**config.mk**
```make
export PLATFORM = sky130hd
export DESIGN_NAME = fix_mult_seq
export DESIGN_NICKNAME = d
export VERILOG_FILES = /design/src/rtl/fix_mult_pkg.sv /design/src/rtl/fix_round_sat.sv /design/src/rtl/fix_mult_seq.sv
export SDC_FILE = /design/constraint.sdc
export NUM_CORES = 1
export LEC_CHECK = 0
export CORE_MARGIN = 2
export CORE_UTILIZATION = 40
export DETAILED_ROUTE_END_ITERATION = 12
export HOLD_SLACK_MARGIN = 0.12
export SLEW_MARGIN = 25
export SYNTH_ARGS = -nofsm -noshare
export SYNTH_HDL_FRONTEND = slang
export SYNTH_SLANG_ARGS = --single-unit
```
**constraint.sdc**
```tcl
create_clock -name clk -period 5.2 [get_ports clk]
set_clock_uncertainty 0.05 [all_clocks]
set_input_delay 1.3 -clock clk [delete_from_list [all_inputs] [get_ports clk]]
set_output_delay 1.3 -clock clk [all_outputs]
set_load 0.01 [all_outputs]
```
**src/rtl/fix_mult_pkg.sv**
```systemverilog
// Shared definitions for the sequential fixed-point multiplier: FSM state
// codes, iteration count and saturation limits.
package fix_mult_pkg;

  localparam logic [1:0] IDLE = 2'd0;
  localparam logic [1:0] BUSY = 2'd1;
  localparam logic [1:0] DONE = 2'd2;

  // Wide enough to hold saturation limits for any output up to 128 bits.
  localparam int SAT_W = 130;
  typedef logic signed [SAT_W-1:0] sat_t;

  function automatic int iter_count(input int input_width, input int bits_per_cycle);
    return input_width / bits_per_cycle;
  endfunction

  function automatic sat_t sat_max(input int out_width, input bit is_signed);
    sat_t one;
    one = sat_t'(1);
    return is_signed ? (one <<< (out_width - 1)) - one : (one <<< out_width) - one;
  endfunction

  function automatic sat_t sat_min(input int out_width, input bit is_signed);
    sat_t one;
    one = sat_t'(1);
    return is_signed ? -(one <<< (out_width - 1)) : '0;
  endfunction

endpackage

```
**src/rtl/fix_round_sat.sv**
```systemverilog
// Combinational rescale, optional round-half-up and saturation of a full
// fixed-point product. Rounding is enabled by defining FIX_MULT_ROUND_EN.
module fix_round_sat
  import fix_mult_pkg::*;
#(
  parameter int PROD_WIDTH   = 32,
  parameter int FRAC_WIDTH   = 8,
  parameter int OUTPUT_WIDTH = 16,
  parameter int SIGNED       = 1
) (
  input  logic [PROD_WIDTH-1:0]   product,
  output logic [OUTPUT_WIDTH-1:0] result,
  output logic                    overflow
);

  localparam sat_t MAX_V = sat_max(OUTPUT_WIDTH, SIGNED != 0);
  localparam sat_t MIN_V = sat_min(OUTPUT_WIDTH, SIGNED != 0);

  logic signed [PROD_WIDTH:0] extended;
  logic signed [PROD_WIDTH:0] rounded;
  logic signed [PROD_WIDTH:0] scaled;
  sat_t                       wide;

  // One guard bit so the rounding add and unsigned products never wrap.
  assign extended = (SIGNED != 0) ? {product[PROD_WIDTH-1], product} : {1'b0, product};

`ifdef FIX_MULT_ROUND_EN
  if (FRAC_WIDTH > 0) begin : g_round
    localparam logic signed [PROD_WIDTH:0] HALF_LSB = (PROD_WIDTH + 1)'(1) <<< (FRAC_WIDTH - 1);
    assign rounded = extended + HALF_LSB;
  end else begin : g_no_round
    assign rounded = extended;
  end
`else
  assign rounded = extended;
`endif

  assign scaled = rounded >>> FRAC_WIDTH;
  assign wide   = sat_t'(scaled);

  always_comb begin
    result   = scaled[OUTPUT_WIDTH-1:0];
    overflow = 1'b0;
    if (wide > MAX_V) begin
      result   = MAX_V[OUTPUT_WIDTH-1:0];
      overflow = 1'b1;
    end else if (wide < MIN_V) begin
      result   = MIN_V[OUTPUT_WIDTH-1:0];
      overflow = 1'b1;
    end
  end

endmodule

```
**src/rtl/fix_mult_seq.sv**
```systemverilog
// Sequential sign-magnitude shift-add fixed-point multiplier with valid/ready
// handshakes. Define FIX_MULT_ROUND_EN for round-half-up instead of truncation.
module fix_mult_seq
  import fix_mult_pkg::*;
#(
  parameter int INPUT_WIDTH    = 16,
  parameter int FRAC_WIDTH     = 8,
  parameter int OUTPUT_WIDTH   = 16,
  parameter int BITS_PER_CYCLE = 1,
  parameter int SIGNED         = 1
) (
  input  logic                    clk,
  input  logic                    rst,
  input  logic                    in_valid,
  output logic                    in_ready,
  input  logic [INPUT_WIDTH-1:0]  multiplicand,
  input  logic [INPUT_WIDTH-1:0]  multiplier,
  output logic                    out_valid,
  input  logic                    out_ready,
  output logic [OUTPUT_WIDTH-1:0] result,
  output logic                    overflow
);

  localparam int N  = iter_count(INPUT_WIDTH, BITS_PER_CYCLE);
  localparam int PW = 2 * INPUT_WIDTH;
  localparam int CW = $clog2(N + 1);
  localparam logic [CW-1:0] LAST = CW'(N);

  if (FRAC_WIDTH < 0 || FRAC_WIDTH >= INPUT_WIDTH) begin : g_bad_frac
    $error("fix_mult_seq: FRAC_WIDTH must satisfy 0 <= FRAC_WIDTH < INPUT_WIDTH");
  end
  if (OUTPUT_WIDTH < 1 || OUTPUT_WIDTH > PW) begin : g_bad_out
    $error("fix_mult_seq: OUTPUT_WIDTH must be in 1..2*INPUT_WIDTH");
  end
  if (BITS_PER_CYCLE < 1 || (INPUT_WIDTH % BITS_PER_CYCLE) != 0) begin : g_bad_bpc
    $error("fix_mult_seq: BITS_PER_CYCLE must divide INPUT_WIDTH");
  end

  logic [1:0]             state;
  logic [PW-1:0]          addend;
  logic [INPUT_WIDTH-1:0] mag_b;
  logic                   sign;
  logic [PW-1:0]          acc;
  logic [CW-1:0]          cnt;

  logic [INPUT_WIDTH-1:0]  abs_a;
  logic [INPUT_WIDTH-1:0]  abs_b;
  logic                    sign_in;
  logic [PW-1:0]           partial;
  logic [PW-1:0]           signed_prod;
  logic [OUTPUT_WIDTH-1:0] result_d;
  logic                    overflow_d;

  // The most negative operand negates to itself, which is its correct unsigned magnitude.
  always_comb begin
    abs_a   = multiplicand;
    abs_b   = multiplier;
    sign_in = 1'b0;
    if (SIGNED != 0) begin
      if (multiplicand[INPUT_WIDTH-1]) abs_a = -multiplicand;
      if (multiplier[INPUT_WIDTH-1])   abs_b = -multiplier;
      sign_in = multiplicand[INPUT_WIDTH-1] ^ multiplier[INPUT_WIDTH-1];
    end
  end

  // The addend is pre-shifted each iteration, so no variable shifter is needed.
  assign partial     = addend * PW'(mag_b[BITS_PER_CYCLE-1:0]);
  assign signed_prod = sign ? -acc : acc;
  assign in_ready    = (state == IDLE);
  assign out_valid   = (state == DONE);

  fix_round_sat #(
    .PROD_WIDTH   (PW),
    .FRAC_WIDTH   (FRAC_WIDTH),
    .OUTPUT_WIDTH (OUTPUT_WIDTH),
    .SIGNED       (SIGNED)
  ) u_round_sat (
    .product  (signed_prod),
    .result   (result_d),
    .overflow (overflow_d)
  );

  // Finalisation uses the registered accumulator, keeping round/saturate off the adder path.
  always_ff @(posedge clk) begin
    if (rst) begin
      state    <= IDLE;
      addend   <= '0;
      mag_b    <= '0;
      sign     <= 1'b0;
      acc      <= '0;
      cnt      <= '0;
      result   <= '0;
      overflow <= 1'b0;
    end else begin
      case (state)
        IDLE: begin
          if (in_valid) begin
            addend <= PW'(abs_a);
            mag_b  <= abs_b;
            sign   <= sign_in;
            acc    <= '0;
            cnt    <= '0;
            state  <= BUSY;
          end
        end
        BUSY: begin
          if (cnt == LAST) begin
            result   <= result_d;
            overflow <= overflow_d;
            state    <= DONE;
          end else begin
            acc    <= acc + partial;
            addend <= addend << BITS_PER_CYCLE;
            mag_b  <= mag_b >> BITS_PER_CYCLE;
            cnt    <= cnt + CW'(1);
          end
        end
        DONE: begin
          if (out_ready) state <= IDLE;
        end
        default: state <= IDLE;
      endcase
    end
  end

endmodule

```
# Word level (Yosys, flattened, before mapping)
# Cells that the tools add are included.
totals:
  register_bits: 105
  output_inout_bits: 19
  in_bits: 36
classes:
  n_addsub: 5
  eq_ne: 7
  order_cmp: 2
  n_reduce_logical: 6
  bitwise_logic: 1
  n_mul: 1
  mux: 23
op_table:
  columns: ["operator", "count"]
  rows:
  - ["2-to-1 mux 32 bit", 5]
  - ["one-hot mux 32 bit (2 select lines)", 2]
  - ["2-to-1 mux 16 bit", 6]
  - ["adder 32 bit", 1]
  - ["multiplier 32 x 1 -> 32 bit", 1]
  - ["negator 16 bit", 2]
  - ["negator 32 bit", 1]
  - ["one-hot mux 16 bit (2 select lines)", 1]
  - ["greater-than comparator 24 x 16 -> 1 bit, second input constant", 1]
  - ["less-than comparator 24 x 16 -> 1 bit, second input constant", 1]
  - ["2-to-1 mux 5 bit", 2]
  - ["one-hot mux 5 bit (2 select lines)", 1]
  - ["2-to-1 mux 2 bit", 3]
  - ["!= test 2 bit, second input constant", 3]
  - ["one-hot mux 2 bit (3 select lines)", 1]
  - ["AND reduction 3 bit", 2]
  - ["adder 5 x 1 -> 5 bit, second input constant", 1]
  - ["== test 5 bit, second input constant", 1]
  - ["AND reduction 2 bit", 2]
  - ["== test 2 x 1 -> 1 bit, second input constant", 1]
  - ["== test 2 bit, second input constant", 1]
  - ["zero test 2 bit", 1]
  - ["2-to-1 mux 1 bit", 2]
  - ["!= test 2 x 1 -> 1 bit, second input constant", 1]
  - ["other kinds (2)", 2]

# Depth between registers and ports, before layout
logic_depth:
  word_depth: 5
  depth_mapped: 13

# Modules after synthesis
# A second synthesis with hierarchy kept.
unflattened:
  hier_cells: 946
  area_unflattened_um2: 7254.5
modules_own_cells:
  columns: ["mod", "area_per_inst_um2", "n_inst", "cells_per_inst", "seq_area_each_um2"]
  rows:
  - ["fix_mult_seq", 6954.2, 1, 901, 2102.0]
  - ["fix_round_sat", 300.3, 1, 45, 0.0]

# Worst setup path after synthesis
# Ideal clock, no wire load.
synth_path:
  path_kind: "input to register"
  startpoint: "in multiplier[1]"
  endpoint: "reg mag_b[11]"
  slack_ns: 2.009
  setup_ns: 0.128
  arrival_ns: 3.014
  stages: 9
  cell_sequence: "nor3_1 -> nand2_1 -> or3_1 -> or4_1 -> o21ai_0 -> xor2_1 -> nor2_1 -> a221oi_1 -> nor2_1"
synth_via:
  elab_chain_len: 4
synth_lines:
  columns: ["element", "line", "source"]
  rows:
  - ["start: declaration", "fix_mult_seq.sv:17", "input logic [INPUT_WIDTH-1:0] multiplier,"]
  - ["negator 16 bit", "fix_mult_seq.sv:61", "if (multiplier[INPUT_WIDTH-1]) abs_b = -multiplier;"]
  - ["2-to-1 mux 16 bit", "fix_mult_seq.sv:61", null]
  - ["2-to-1 mux 16 bit", "fix_mult_seq.sv:97", "if (in_valid) begin"]
  - ["one-hot mux 16 bit (2 select lines)", "fix_mult_seq.sv:95", "case (state)"]
  - ["end signal: assignment", "fix_mult_seq.sv:99", "mag_b <= abs_b;"]
  - ["end signal: assignment", "fix_mult_seq.sv:114", "mag_b <= mag_b >> BITS_PER_CYCLE;"]
  - ["end: declaration", "fix_mult_seq.sv:41", "logic [INPUT_WIDTH-1:0] mag_b;"]
# No other way between the ends. The select of a mux whose other input is x is not followed.
# A chain may end at the register's enable or synchronous reset.

# Worst setup path in the final report
layout_path:
  startpoint: "reg mag_b[0]"
  endpoint: "reg acc[25]"
layout_via:
  elab_chain_len: 4
layout_lines:
  columns: ["element", "line", "source"]
  rows:
  - ["multiplier 32 x 1 -> 32 bit", "fix_mult_seq.sv:67", "assign partial = addend * PW'(mag_b[BITS_PER_CYCLE-1:0]);"]
  - ["adder 32 bit", "fix_mult_seq.sv:112", "acc <= acc + partial;"]
  - ["2-to-1 mux 32 bit", "fix_mult_seq.sv:107", "if (cnt == LAST) begin"]
  - ["one-hot mux 32 bit (2 select lines)", "fix_mult_seq.sv:95", null]
  - ["end signal: assignment", "fix_mult_seq.sv:112", null]
  - ["end: declaration", "fix_mult_seq.sv:43", "logic [PW-1:0] acc;"]
# No other way between the ends. The select of a mux whose other input is x is not followed.

==> impl_metrics.csv <==
group,metric,value,unit
critical_path,cp_slowest_stage_delay,790,ps
critical_path,crit_path_start_kind,"flop",
global_routing,gr-usage-all-layers,18.8,%
sta,rsz0062_at_grt,"false",
sta,fmax,267,MHz
cts,numClockSinks,105,
die,die-width,136,um
yosys,syn_area_per_cell,7.76,um2
min_path,hold_path_class,"reg2reg",
finish,diodes,0,
sta,fin_tns_setup,0,ps
routing,drcViolationCount,0,
cts,post_cts_resized,0,
power,leakage,2.94,nW
power,power_frac_comb,12.8,%
placed_design,globalplace.congestion,0.860,
power,p_sw_share,26.4,%
critical_path,cp_cell_sequence,"and2_1, ha_1, a21o_1, a21o_1, a211oi_1, nor4b_1, o41ai_1, nand2b_1, a221o_1, mux2i_1, nand2_1",
yosys,yosys.cell_types.count,67,
critical_path,cp.required,5400,ps
die,initial_utilization,40.5,%
power,power.total,1.77,mW
die,die_area,0.0184,mm2
finish,syn2layout_area_growth,14.2,%
sta,max_slew_margin,35.8,%
cts,clk_latency,360,ps
yosys,synth.area.top_cells,"dfxtp_1 (30%), a21oi_1 (6.3%), ha_1 (6.3%)",
power,p_sw,0.469,mW
cts,post_cts_buffers,0,
finish,regArea,0.00210,mm2
yosys,async_flop_share,0,%
global_routing,antenna_found_initial,0,
critical_path,cp.arrival,3940,ps
yosys,synth_top_area_cell,"dfxtp_1",
flow_run,cap_violations,0,
critical_path,cpMostUsedCell,"a21o_1",
power,power_density,224,mW/mm2
sta,worstMarginPinSlew,950,ps
critical_path,critical_path_class,"reg2reg",
die,core,0.0171,mm2
sta,period_share,72.0,%
yosys,synth-seq-cells,105,
sta,slew_violations,0,
yosys,synth-edff-count,0,
routing,firstDrtPassIters,4,
critical_path,cp_max_fo,33,
global_routing,grt_pass1_vias,5875,
finish,multiInputGateArea,0.00458,mm2
critical_path,crit_slowest_cell,"o41ai_1",
routing,viasPerCell,5.47,
power,clockPowerShare,39.4,%
yosys,synth_cells,894,
cts,cts_max_level,3,
global_routing,gr-total-overflow,0,
global_routing,grt_max_degree,54,
yosys,syn_area,0.00694,mm2
critical_path,endpoint_kind,"flop",
sta,period_needed,3750,ps
cts,clockRootBuffer,"clkbuf_16",
cts,clockBufferDepth,2,
yosys,yosysWarnings,0,
routing,vias,6264,
die,io_pins,55,
placed_design,dp_slack,1090,ps
yosys,synth_ff_type,"dfxtp_1",
sta,holdWs,414,ps
routing,ant_nets,0,
die,num_rows,48,
die,die_h,136,um
power,intPower,1.30,mW
global_routing,grt_pass1_wl,28400,um
yosys,synth-seq-area-share,30.3,%
routing,drtIter0Drc,327,
sta,hold_viol,0,
cts,holdBufCountCts,0,
status,status,"finished clean",
cts,cts.clk_slew.worst_paths,70,ps
sta,setup_ws,1450,ps
finish,num-nets-final,988,
finish,layout-drive-gt1-share,6.62,%
finish,fill_cells,1749,
yosys,yosys.area.top_type_share,30.3,%
cts,cts_tree,"done",
power,seq_power_share,47.8,%
routing,routedWlPerCell,14.6,um
sta,finalSetupViolations,0,
routing,drt-total-wl,16700,um
yosys,syn-num-nets,966,
placed_design,io_buffers,54,
placed_design,hpwl,11900,um
power,ir_drop,0.000156,V
cts,numCtsBuffers,9,
==> layout make-up <==
| type | instances | area share (%) |
|---|---|---|
| multi-input combinational | 721 | 57.8 |
| sequential | 105 | 26.5 |
| timing repair buffer | 61 | 7.45 |
| tap | 225 | 3.55 |
| clock buffer | 12 | 3.11 |
| inverter | 18 | 0.853 |
| clock inverter | 4 | 0.647 |
==> worst paths after layout <==
check | slack (ps) | endpoint | depth (start not counted) | start
hold / removal | 410 | addend[30]$_SDFFE_PP0P_ | 2 | addend[29]$_SDFFE_PP0P_
setup reg to reg | 1450 | acc[25]$_SDFFE_PP0P_ | 11 | mag_b[0]$_SDFFE_PP0P_
hold reg to reg | 410 | addend[30]$_SDFFE_PP0P_ | 2 | addend[29]$_SDFFE_PP0P_
setup / recovery | 1450 | acc[25]$_SDFFE_PP0P_ | 11 | mag_b[0]$_SDFFE_PP0P_
==> stage by stage <==
| stage | utilization, % | instance area (um2) | cells |
|---|---|---|---|
| CTS | 46.3 | 7920 | 1146 |
| floorplan | - | 6940 | 894 |
| global placement | 44.5 | 7620 | 1130 |
| finish | 46.3 | 7920 | 1146 |
| global route | 46.3 | 7920 | 1146 |
| detailed placement | 44.5 | 7620 | 1130 |
==> synth_stat cells, types with 8 or more instances <==
cell type	number
xor2_1	28
clkbuf_1	43
inv_1	18
o31ai_1	10
o21ai_0	47
a22oi_1	20
nor2b_1	8
a221oi_1	10
or3_1	9
or2_2	9
nand2_1	102
xnor2_1	37
nand3_1	49
a31oi_1	9
a21oi_1	88
and2_1	34
nand2b_1	14
ha_1	35
a211oi_1	12
a21o_1	13
dfxtp_1	105
nor3_1	13
a211oi_2	10
nor2_1	76
==> registers in the layout, indices dropped and copies added (netlist names) <==
| signal | cells |
|---|---|
| sign | 1 |
| acc | 32 |
| state | 2 |
| result | 16 |
| addend | 32 |
| overflow | 1 |
| mag_b | 16 |
| cnt | 5 |
==> power groups by stage <==
stage	sequential, mW	clock (mW)	combinational (mW)
2_1_floorplan	0.856	0	0.156
3_3_place_gp	0.866	0	0.226
3_5_place_dp	0.866	0	0.229
4_1_cts	0.847	0.713	0.230
5_1_grt	0.851	0.746	0.256
6_report	0.847	0.698	0.227
==> metal layers <==
| metal | vias up | wire length, um | share of wire (%) | global-route usage [%] |
|---|---|---|---|---|
| met5 | - | 0 | 0 | 0 |
| met4 | 0 | 326 | 2.0 | 6.54 |
| met3 | 20 | 626 | 3.8 | 2.99 |
| met2 | 112 | 7600 | 46 | 30.7 |
| met1 | 2877 | 8130 | 49 | 25.3 |
| li1 | 3255 | - | - | - |
==> cells by family (layout without fill, tap and decap cells) <==
| group | count (synthesis) | in the layout | share of synthesized area (%) |
|---|---|---|---|
| AOI/OAI and AO/OA | 259 | 259 | 24.6 |
| xor gates and xnor gates | 66 | 66 | 8.44 |
| adders and majority gates | 36 | 36 | 6.60 |
| buffers and inverters | 68 | 95 | 3.89 |
| DFF | 105 | 105 | 30.3 |
| muxes | 5 | 5 | 0.721 |
| and+or+nand+nor | 355 | 355 | 25.5 |
==> worst max-delay path, delay by kind of cell (launching register included) <==
kind	cells	cell delay [ps]
simple gates	4	620
flops	1	660
compound gates	5	1930
fa+ha+maj	1	250
mux	1	140
==> placed cells by master, fill, tap and decap left out, types with 4 or more instances in the layout <==
master / count
xnor2_1: 37
ha_1: 35
nor2_1: 72
nor2b_1: 8
and3_1: 6
and2_1: 34
nand3_1: 49
a21oi_1: 88
or3_1: 9
mux2i_1: 5
nand4_1: 5
a21o_1: 13
nand2b_1: 14
a221oi_1: 10
clkbuf_16: 9
buf_4: 8
nand2_1: 102
a211oi_2: 10
clkdlybuf4s50_1: 53
xor2_1: 28
nor3b_1: 5
nor4_1: 4
or2_2: 9
or4_1: 6
o41ai_1: 5
nor3_1: 13
a211oi_1: 12
a31oi_1: 9
inv_1: 18
dfxtp_1: 104
o21ai_0: 47
a22oi_1: 20
o31ai_1: 10
o21a_1: 6
Note: power is estimated with default switching activity, not from simulation.
